$ cat src/rtl/hub75_rx_monitor.sv
// hub75_rx_monitor
//   Panel-side receiver model for a HUB75 link. All panel inputs are brought
//   into clk through 2-FF synchronisers; the shift stream is deserialised into
//   per-pixel strobes, each latched row is reported with its pixel count and
//   OE on-time, and protocol violations are collected in sticky flags.
//
// Ports
//   clk, rst            system clock, asynchronous active-low reset
//   CLK_MOD, LAT, OE    HUB75 shift clock, latch, output enable (active-low)
//   A, B                row address, row = {B,A}
//   R1..B2              colour bits of the upper and lower half
//   err_clr             1-cycle pulse clearing err_flags
//   pix_valid/col/data  pixel strobe, column index, {R1,G1,B1,R2,G2,B2}
//   line_valid/row/len  row-latched strobe, {B,A}, pixels since previous latch
//   line_oe_cnt         clk cycles with OE low since previous latch (saturating)
//   err_flags           sticky {timeout, lat_during_oe, short_row, overflow}
module hub75_rx_monitor #(
  parameter int COLS     = 64,
  parameter int TIMEOUT  = 4096,
  parameter int OE_CNT_W = 16
) (
  input  logic                       clk,
  input  logic                       rst,
  input  logic                       CLK_MOD,
  input  logic                       LAT,
  input  logic                       OE,
  input  logic                       A,
  input  logic                       B,
  input  logic                       R1,
  input  logic                       G1,
  input  logic                       B1,
  input  logic                       R2,
  input  logic                       G2,
  input  logic                       B2,
  input  logic                       err_clr,
  output logic                       pix_valid,
  output logic [$clog2(COLS)-1:0]    pix_col,
  output logic [5:0]                 pix_data,
  output logic                       line_valid,
  output logic [1:0]                 line_row,
  output logic [$clog2(COLS+1)-1:0]  line_len,
  output logic [OE_CNT_W-1:0]        line_oe_cnt,
  output logic [3:0]                 err_flags
);

  localparam int COL_W  = $clog2(COLS);
  localparam int LEN_W  = $clog2(COLS+1);
  localparam int IDLE_W = $clog2(TIMEOUT);

  typedef enum logic {SYNC_WAIT, RUN} state_t;

  // bit map: 10 CLK_MOD, 9 LAT, 8 OE, 7 B, 6 A, 5:0 RGB
  logic [10:0]         pad_vec, sync1, sync2;
  logic [1:0]          prev;
  state_t              state;
  logic [LEN_W-1:0]    col, col_acc;
  logic [OE_CNT_W-1:0] oe_cnt, oe_acc;
  logic [IDLE_W-1:0]   idle;
  logic                clk_rise, lat_rise, pix_ok, oe_low, idle_hit;
  logic [3:0]          new_err;

  assign pad_vec = {CLK_MOD, LAT, OE, B, A, R1, G1, B1, R2, G2, B2};

  always_ff @(posedge clk or negedge rst) begin
    if (!rst) begin
      sync1 <= '0;
      sync2 <= '0;
    end else begin
      sync1 <= pad_vec;
      sync2 <= sync1;
    end
  end

  always_comb begin
    clk_rise = sync2[10] & ~prev[1];
    lat_rise = sync2[9] & ~prev[0];
    oe_low   = ~sync2[8];
    pix_ok   = clk_rise && (col < LEN_W'(COLS));
    // a pixel arriving together with LAT belongs to the row being latched
    col_acc  = col + LEN_W'(pix_ok);
    oe_acc   = (oe_low && (oe_cnt != '1)) ? oe_cnt + 1'b1 : oe_cnt;
    idle_hit = (idle == IDLE_W'(TIMEOUT-1)) && !clk_rise && !lat_rise;
    new_err  = '0;
    if (state == RUN) begin
      new_err[0] = clk_rise && !pix_ok;
      new_err[1] = lat_rise && (col_acc != LEN_W'(COLS));
      new_err[2] = lat_rise && oe_low;
      new_err[3] = idle_hit;
    end
  end

  always_ff @(posedge clk or negedge rst) begin
    if (!rst) begin
      state       <= SYNC_WAIT;
      prev        <= '0;
      col         <= '0;
      oe_cnt      <= '0;
      idle        <= '0;
      pix_valid   <= 1'b0;
      pix_col     <= '0;
      pix_data    <= '0;
      line_valid  <= 1'b0;
      line_row    <= '0;
      line_len    <= '0;
      line_oe_cnt <= '0;
      err_flags   <= '0;
    end else begin
      pix_valid  <= 1'b0;
      line_valid <= 1'b0;
      prev       <= sync2[10:9];
      // set beats clear when both happen in one cycle
      err_flags  <= (err_flags & {4{~err_clr}}) | new_err;
      case (state)
        SYNC_WAIT: begin
          idle <= '0;
          if (lat_rise) begin
            state  <= RUN;
            col    <= '0;
            oe_cnt <= '0;
          end
        end
        RUN: begin
          if (pix_ok) begin
            pix_valid <= 1'b1;
            pix_col   <= col[COL_W-1:0];
            pix_data  <= sync2[5:0];
          end
          if (lat_rise) begin
            line_valid  <= 1'b1;
            line_row    <= sync2[7:6];
            line_len    <= col_acc;
            line_oe_cnt <= oe_acc;
            col         <= '0;
            oe_cnt      <= '0;
          end else begin
            col    <= col_acc;
            oe_cnt <= oe_acc;
          end
          if (clk_rise || lat_rise) begin
            idle <= '0;
          end else if (idle_hit) begin
            state  <= SYNC_WAIT;
            col    <= '0;
            oe_cnt <= '0;
            idle   <= '0;
          end else begin
            idle <= idle + 1'b1;
          end
        end
        default: state <= SYNC_WAIT;
      endcase
    end
  end

endmodule

$ cat config.mk
export PLATFORM = sky130hd
export DESIGN_NAME = hub75_rx_monitor
export DESIGN_NICKNAME = d
export VERILOG_FILES = /design/src/rtl/hub75_rx_monitor.sv
export SDC_FILE = /design/constraint.sdc
export NUM_CORES = 1
export LEC_CHECK = 0
export BUFFER_PORTS_ARGS = -buffer_cell sky130_fd_sc_hd__buf_4
export CAP_MARGIN = 40
export CORE_AREA = 2 2 97 99
export CTS_CLUSTER_SIZE = 10
export DETAILED_ROUTE_END_ITERATION = 8
export DIE_AREA = 0 0 99 101
export GPL_ROUTABILITY_DRIVEN = 0
export PLACE_DENSITY_LB_ADDON = 0.2
export SYNTH_ARGS = -nofsm -noshare
export SYNTH_HDL_FRONTEND = slang
export SYNTH_SLANG_ARGS = --single-unit
$ cat constraint.sdc
create_clock -name clk -period 4.1 [get_ports clk]
set_input_delay 0.41 -clock clk [delete_from_list [all_inputs] [get_ports clk]]
set_output_delay 0.41 -clock clk [all_outputs]
set_load 0.02 [all_outputs]
==> qor.txt, run 1 <==
=================================================================================
Post-layout worst setup margin                                            1.79 ns
DRT Wirelength                                                            7.96 mm
Pre-antenna DRT Iters                                                           5
Number of flops mapped to enable cells by yosys                                 0
Final Slew Violations                                                           0
DRT iter0 DRCs                                                                151
Boundary pin count                                                             57
Antenna diode count                                                             0
Portion of the post-synthesis area used by sequential elements              58.6%
Run status                                                           complete, no violations
CP Class                                                             flop to flop
Total power of the final layout                                           2.16 mW
CTS tree                                                                      yes
Post-Layout Inst Area                                                    5140 µm²
Instance area at placement                                               4930 µm²
Max Fclk                                                                  433 MHz
Worst-case clock skew                                                   0.0120 ns
Largest net degree at the start of global routing                              71
Critical path fanouts, max                                                      6
Cell types with the highest counts after synthesis                   103 x sky130_fd_sc_hd__dfrtp_1, 37 x sky130_fd_sc_hd__nand2_1, 29 x sky130_fd_sc_hd__nor2_1, 25 x sky130_fd_sc_hd__o21ai_0, 20 x sky130_fd_sc_hd__xnor2_1
Fraction of layout cells with a size suffix above 1                         23.9%
Clock-pin slew on the worst setup and hold paths                          0.11 ns
Number of H-tree levels                                                         3
Worst EP arrival                                                          2.53 ns
Number of placement rows                                                       35
Area growth from synthesis to layout                                        16.8%
CTS resizes                                                                     0
Share of Yosys cell area claimed by the top area cell type                  58.6%
Initial core utilization                                                    49.0%
Max-Slew Margin vs Limit                                                    59.8%
Source-to-sink clock delay at the later pin of the worst-skew pair        0.37 ns
Post-route DRC violation count                                                  0
Final core utilization                                                      57.2%
Startpoint kind of the worst setup timing path                               flop
Number of antenna violations at the first check in global routing               0
Synthesized area divided by synthesized cell count                       11.5 µm²
Buffer cell driving the clock tree root                              sky130_fd_sc_hd__clkbuf_8
Port Buf Inserts                                                               56
Number of buffers between clock root and the deepest sink                       2
Avg WL per Cell                                                           14.4 µm
Crit path time final                                                      2.31 ns
Required time at the endpoint of the critical path                        4.32 ns
Finished Layout Cells                                                         554
Number of maximum-capacitance violations                                        0
Floorplan die area                                                      10000 µm²
Post-placement cell count                                                     537
Fraction of registers with async set/reset                                   100%
Leading register cell type out of synthesis                          sky130_fd_sc_hd__dfrtp_1
RSZ-0062 raised after global routing                                        false
Crit path capture type                                                       flop
Total overflow reported by the global router                                    0
Placed wire-length estimate after detailed placement                      5.54 mm
Vert. Die Dim                                                              101 µm
Number of synthesized register bits                                           103
Maximum VDD drop                                                           231 µV
Vias in the first global route                                               2804
Core area                                                                8980 µm²
Area contributors post-synth                                         sky130_fd_sc_hd__dfrtp_1 59%, sky130_fd_sc_hd__mux2_2 4.1%, sky130_fd_sc_hd__xnor2_1 4.0%
Total standard cell area after synthesis                                 4400 µm²
Routed Antenna Nets                                                             0
Global-route wire length before repair                                    13.5 mm
Static power due to leakage                                               2.43 nW
Cell taking the most area after synthesis                            sky130_fd_sc_hd__dfrtp_1
DR vias                                                                      2985
Drt via density                                                              5.39
Fin nets                                                                      456
Final-layout worst hold slack                                            0.135 ns
Clk sinks                                                                     103
Share of the cycle needed by the critical path after routing                56.3%
Distinct cells, synth                                                          53
Final hold viol count                                                           0
Post-Synthesis Net Count                                                      400
Final setup violation count                                                     0
Width of the chip                                                           99 µm
Post-synthesis cell count                                                     382
Total track usage                                                           17.0%
Ratio of total power to cell area                                      421 nW/µm²
Post-placement setup slack                                                1.80 ns
Worst Tran Pin Value                                                     0.601 ns
Total Neg Setup Slack                                                        0 ns
Path type of the worst min-delay path                                input port to flop
Number of buffers created by CTS                                                9
Dominant cell by count in the synthesized netlist                    sky130_fd_sc_hd__dfrtp_1
Yosys warning count                                                             0
=================================================================================
repair_timing:
item | 4_1_cts | 5_1_grt
setup buffers | 0 | 0
hold endpoints to repair | 13 | 0
hold buffers | 1 | 0
cell families (layout without fill, tap and decap cells):
logic type	after synthesis	count (layout)	share of synthesized area, %
and+or+nand+nor	121	121	15.6
DFF	103	103	58.6
AOI/OAI and AO/OA	84	84	12.0
xor gates and xnor gates	27	27	5.38
buffers and inverters	25	86	2.67
muxes	18	18	4.55
adders and majority gates	4	4	1.14
layout make-up:
cell class,count,area [µm²]
Multi-Input combinational cell,254,1700
Clock buffer,9,124
Fill cell,751,3840
Tap cell,111,139
Timing Repair Buffer,62,488
Sequential cell,103,2580
Inverter,8,30.0
Clock inverter,7,75.1
critical path, cell delays in order (launching register included):
cell and delay (ns):
sky130_fd_sc_hd__dfrtp_1 0.39, sky130_fd_sc_hd__nand2b_1 0.18, sky130_fd_sc_hd__nor2_1 0.10, sky130_fd_sc_hd__ha_1 0.24, sky130_fd_sc_hd__ha_1 0.28, sky130_fd_sc_hd__and3_1 0.26
sky130_fd_sc_hd__and3_1 0.22, sky130_fd_sc_hd__xnor2_1 0.09, sky130_fd_sc_hd__nor4b_1 0.26, sky130_fd_sc_hd__o221ai_1 0.15
final timing paths:
kind,slack [ns],from,cells past startpoint,end
min reg2reg,0.36,sync1[9],0,sync2[9]
min in group asynchronous,0.43,rst,2,oe_cnt[8]
min,0.13,B1,1,sync1[3]
max reg2reg,1.79,prev[1],9,err_flags[1]
max in group asynchronous,3.07,rst,3,pix_data[5]
max,1.79,prev[1],9,err_flags[1]
per-layer routing:
layer | track usage [%] | share of wire, %
met1 | 22.9 | 46
met2 | 26.8 | 48
met3 | 3.54 | 4.0
met4 | 7.27 | 1.9
met5 | 0 | 0
sequential cells by signal, indices dropped and copies added, names as in the netlist:
register / count
sync1: 11
line_len: 7
line_row: 2
col: 7
pix_data: 6
line_valid: 1
err_flags: 4
state: 1
prev: 2
pix_col: 6
pix_valid: 1
sync2: 11
line_oe_cnt: 16
oe_cnt: 16
idle: 12
report_power, final:
group / switching [mW] / internal (mW) / total, mW
combinational: 0.188 / 0.162 / 0.350
sequential: 0.0807 / 1.11 / 1.19
clock: 0.384 / 0.241 / 0.624
total: 0.652 / 1.51 / 2.16
placed cells by master (no fill, tap or decap), drive strengths merged, types with 6 or more instances in the layout:
cell and count:
nand3 6, xnor2 20, buf 61, inv 11, nand2 37, nand4 9
nor2 29, mux2 16, xor2 7, dfrtp 103, clkbuf 9, a31oi 15
nand2b 11, a21oi 19, o21ai 29
(Power assumes the default switching activity.)
==> inputs of run 2 (changes only) <==
- clock period: 4.1 -> 1.95 ns (I/O delays scaled with it)
==> qor.txt, run 2 (synthesized netlist as in run 1, its figures left out) <==
=================================================================================
Floorplan die area                                                      10000 µm²   unchanged
Total track usage                                                           19.2%   +2.3 points
Vias in the first global route                                               3177   +13%
Met3 layer usage reported by global route                                   4.23%   +0.69 points
Number of placement rows                                                       35   unchanged
Drt via density                                                              5.35   -0.72%
Placed wire-length estimate after detailed placement                      6.25 mm   +13%
Crit path capture type                                                       flop
Critical path fanouts, max                                                      5   -1
Buffer cell driving the clock tree root                              sky130_fd_sc_hd__clkbuf_8
Number of maximum-capacitance violations                                        0   unchanged
Pre-antenna DRT Iters                                                           4   -1
Static power due to leakage                                               2.62 nW   +7.6%
Longest individual stage delay on the worst path                          0.40 ns   about the same
Startpoint kind of the worst setup timing path                               flop
Fin nets                                                                      495   +8.6%
Final hold viol count                                                           0   unchanged
Post-placement cell count                                                     562   +4.7%
Largest net degree at the start of global routing                              43   -39%
Final Slew Violations                                                           0   unchanged
Total power of the final layout                                           4.68 mW   +120%
Most utilized layer in the global route result                               met2
DR vias                                                                      3172   +6.3%
Commonest non-fill, non-tap cell in the layout                       sky130_fd_sc_hd__dfrtp_1
Share of the cycle needed by the critical path after routing                97.9%   +42 points
Global-route met2 utilization                                               31.4%   +4.6 points
CTS tree                                                                      yes
Max Fclk                                                                  524 MHz   +21%
Number of buffers created by CTS                                                9   unchanged
RSZ-0062 raised after global routing                                         true
Total overflow reported by the global router                                    0   unchanged
Worst-case clock skew                                                   0.0150 ns   +0.00302 ns
Instance area at placement                                               5140 µm²   +4.4%
Post-Layout Inst Area                                                    5530 µm²   +7.7%
Port Buf Inserts                                                               56   unchanged
Crit path time final                                                      1.91 ns   -0.399 ns
CP Class                                                             flop to flop
DRT iter0 DRCs                                                                106   -30%
DRT Wirelength                                                            9.02 mm   +13%
Crit-path leading delay family                                       compound AO/OA/AOI/OAI gates
Global-route wire length before repair                                    15.1 mm   +12%
Maximum VDD drop                                                           600 µV   +160%
Number of fill cells in the layout                                            708   -5.7%
Worst Tran Pin Value                                                     0.560 ns   -0.0405 ns
Number of buffers between clock root and the deepest sink                       2   unchanged
Number of H-tree levels                                                         3   unchanged
Most used cells in the layout excluding fill and tap cells           103 x sky130_fd_sc_hd__dfrtp_1, 87 x sky130_fd_sc_hd__buf_4, 37 x sky130_fd_sc_hd__nand2_1
Number of antenna violations at the first check in global routing               0   unchanged
Width of the chip                                                           99 µm   unchanged
Finished Layout Cells                                                         593   +7.0%
Run status                                                           complete, no violations
Final core utilization                                                      61.6%   +4.4 points
Required time at the endpoint of the critical path                        2.19 ns   -2.13 ns
Post-route DRC violation count                                                  0   unchanged
Core area                                                                8980 µm²   unchanged
Boundary pin count                                                             57   unchanged
Final setup violation count                                                     0   unchanged
Critical Path, Cell by Cell                                          nand2b_4 > nor2_2 > ha_2 > ha_4 > buf_4 > nand2_1 > a21oi_1 > o21ai_0 > o311ai_0 > o221ai_1
Avg WL per Cell                                                           15.2 µm   +5.8%
Antenna diode count                                                             0   unchanged
Post-placement setup slack                                             -0.0200 ns   -1.82 ns
Slowest stage cell, crit path                                        sky130_fd_sc_hd__dfrtp_1
Global routing usage on met1                                                24.5%   +1.5 points
Worst EP arrival                                                          2.15 ns   -0.38 ns
Clock-pin slew on the worst setup and hold paths                          0.11 ns   about the same
Ratio of total power to cell area                                      845 nW/µm²   +100%
Combined buffer and inverter count along the critical path                      1   +1
Routed Antenna Nets                                                             0   unchanged
Initial core utilization                                                    49.0%   unchanged
Max-Slew Margin vs Limit                                                    62.5%   +2.6 points
Path type of the worst min-delay path                                input port to flop
Area growth from synthesis to layout                                        25.8%
Post-layout worst setup margin                                          0.0418 ns   -1.75 ns
Fraction of layout cells with a size suffix above 1                         30.5%   +6.6 points
Registers with the most flip-flops                                   line_oe_cnt (16), oe_cnt (16), idle (12)
Clk sinks                                                                     103   unchanged
Vert. Die Dim                                                              101 µm   unchanged
Source-to-sink clock delay at the later pin of the worst-skew pair        0.37 ns   about the same
=================================================================================
==> run 2: final cells by class <==
type	count	area [µm²]	share of cell area [%]
multi-input combinational	254	1780	32.1
clock inverter	7	75.1	1.36
sequential	103	2580	46.6
inverter	8	30.0	0.543
clock buffer	9	124	2.24
tap	111	139	2.51
timing repair buffer	101	813	14.7
==> run 2: power breakdown <==
part	total [mW]	leakage (nW)	internal, mW	switching, mW
combinational	0.857	1.18	0.414	0.443
clock	1.33	0.0981	0.506	0.819
sequential	2.49	1.34	2.33	0.166
total	4.68	2.62	3.25	1.43
==> run 2: stage by stage <==
step	hold WS, ns	TNS (ns)
final	0.0822	0
after detailed placement	0.145	-0.0200
after global placement	0.138	0
after global routing	0.0729	-0.317
after floorplan	-0.101	-0.00858
after CTS	0.0712	0
==> run 2: routing by layer <==
metal,share of wire (%),up-vias
li1,-,1530
met1,45,1556
met2,48,70
met3,4.1,16
met4,2.3,0
met5,0,-
==> run 2: path summary, 6_finish.rpt <==
path,from,end,slack [ns],cells past startpoint
worst max-delay path,prev[1],err_flags[1],0.04,10
worst min-delay path,err_clr,err_flags[1],0.08,2
worst max register to register,prev[1],err_flags[1],0.04,10
worst min register to register,sync1[0],sync2[0],0.36,0
max in group asynchronous,rst,sync1[5],1.06,3
min in group asynchronous,rst,oe_cnt[7],0.27,2
==> run 2: timing repair <==
action,4_1_cts,5_1_grt
hold buffers,12,0
gates resized for setup,1,10
pin swaps,0,3
hold endpoints to repair,35,0
cloned,0,0
endpoints found under the setup margin,1,10
setup buffers,0,3
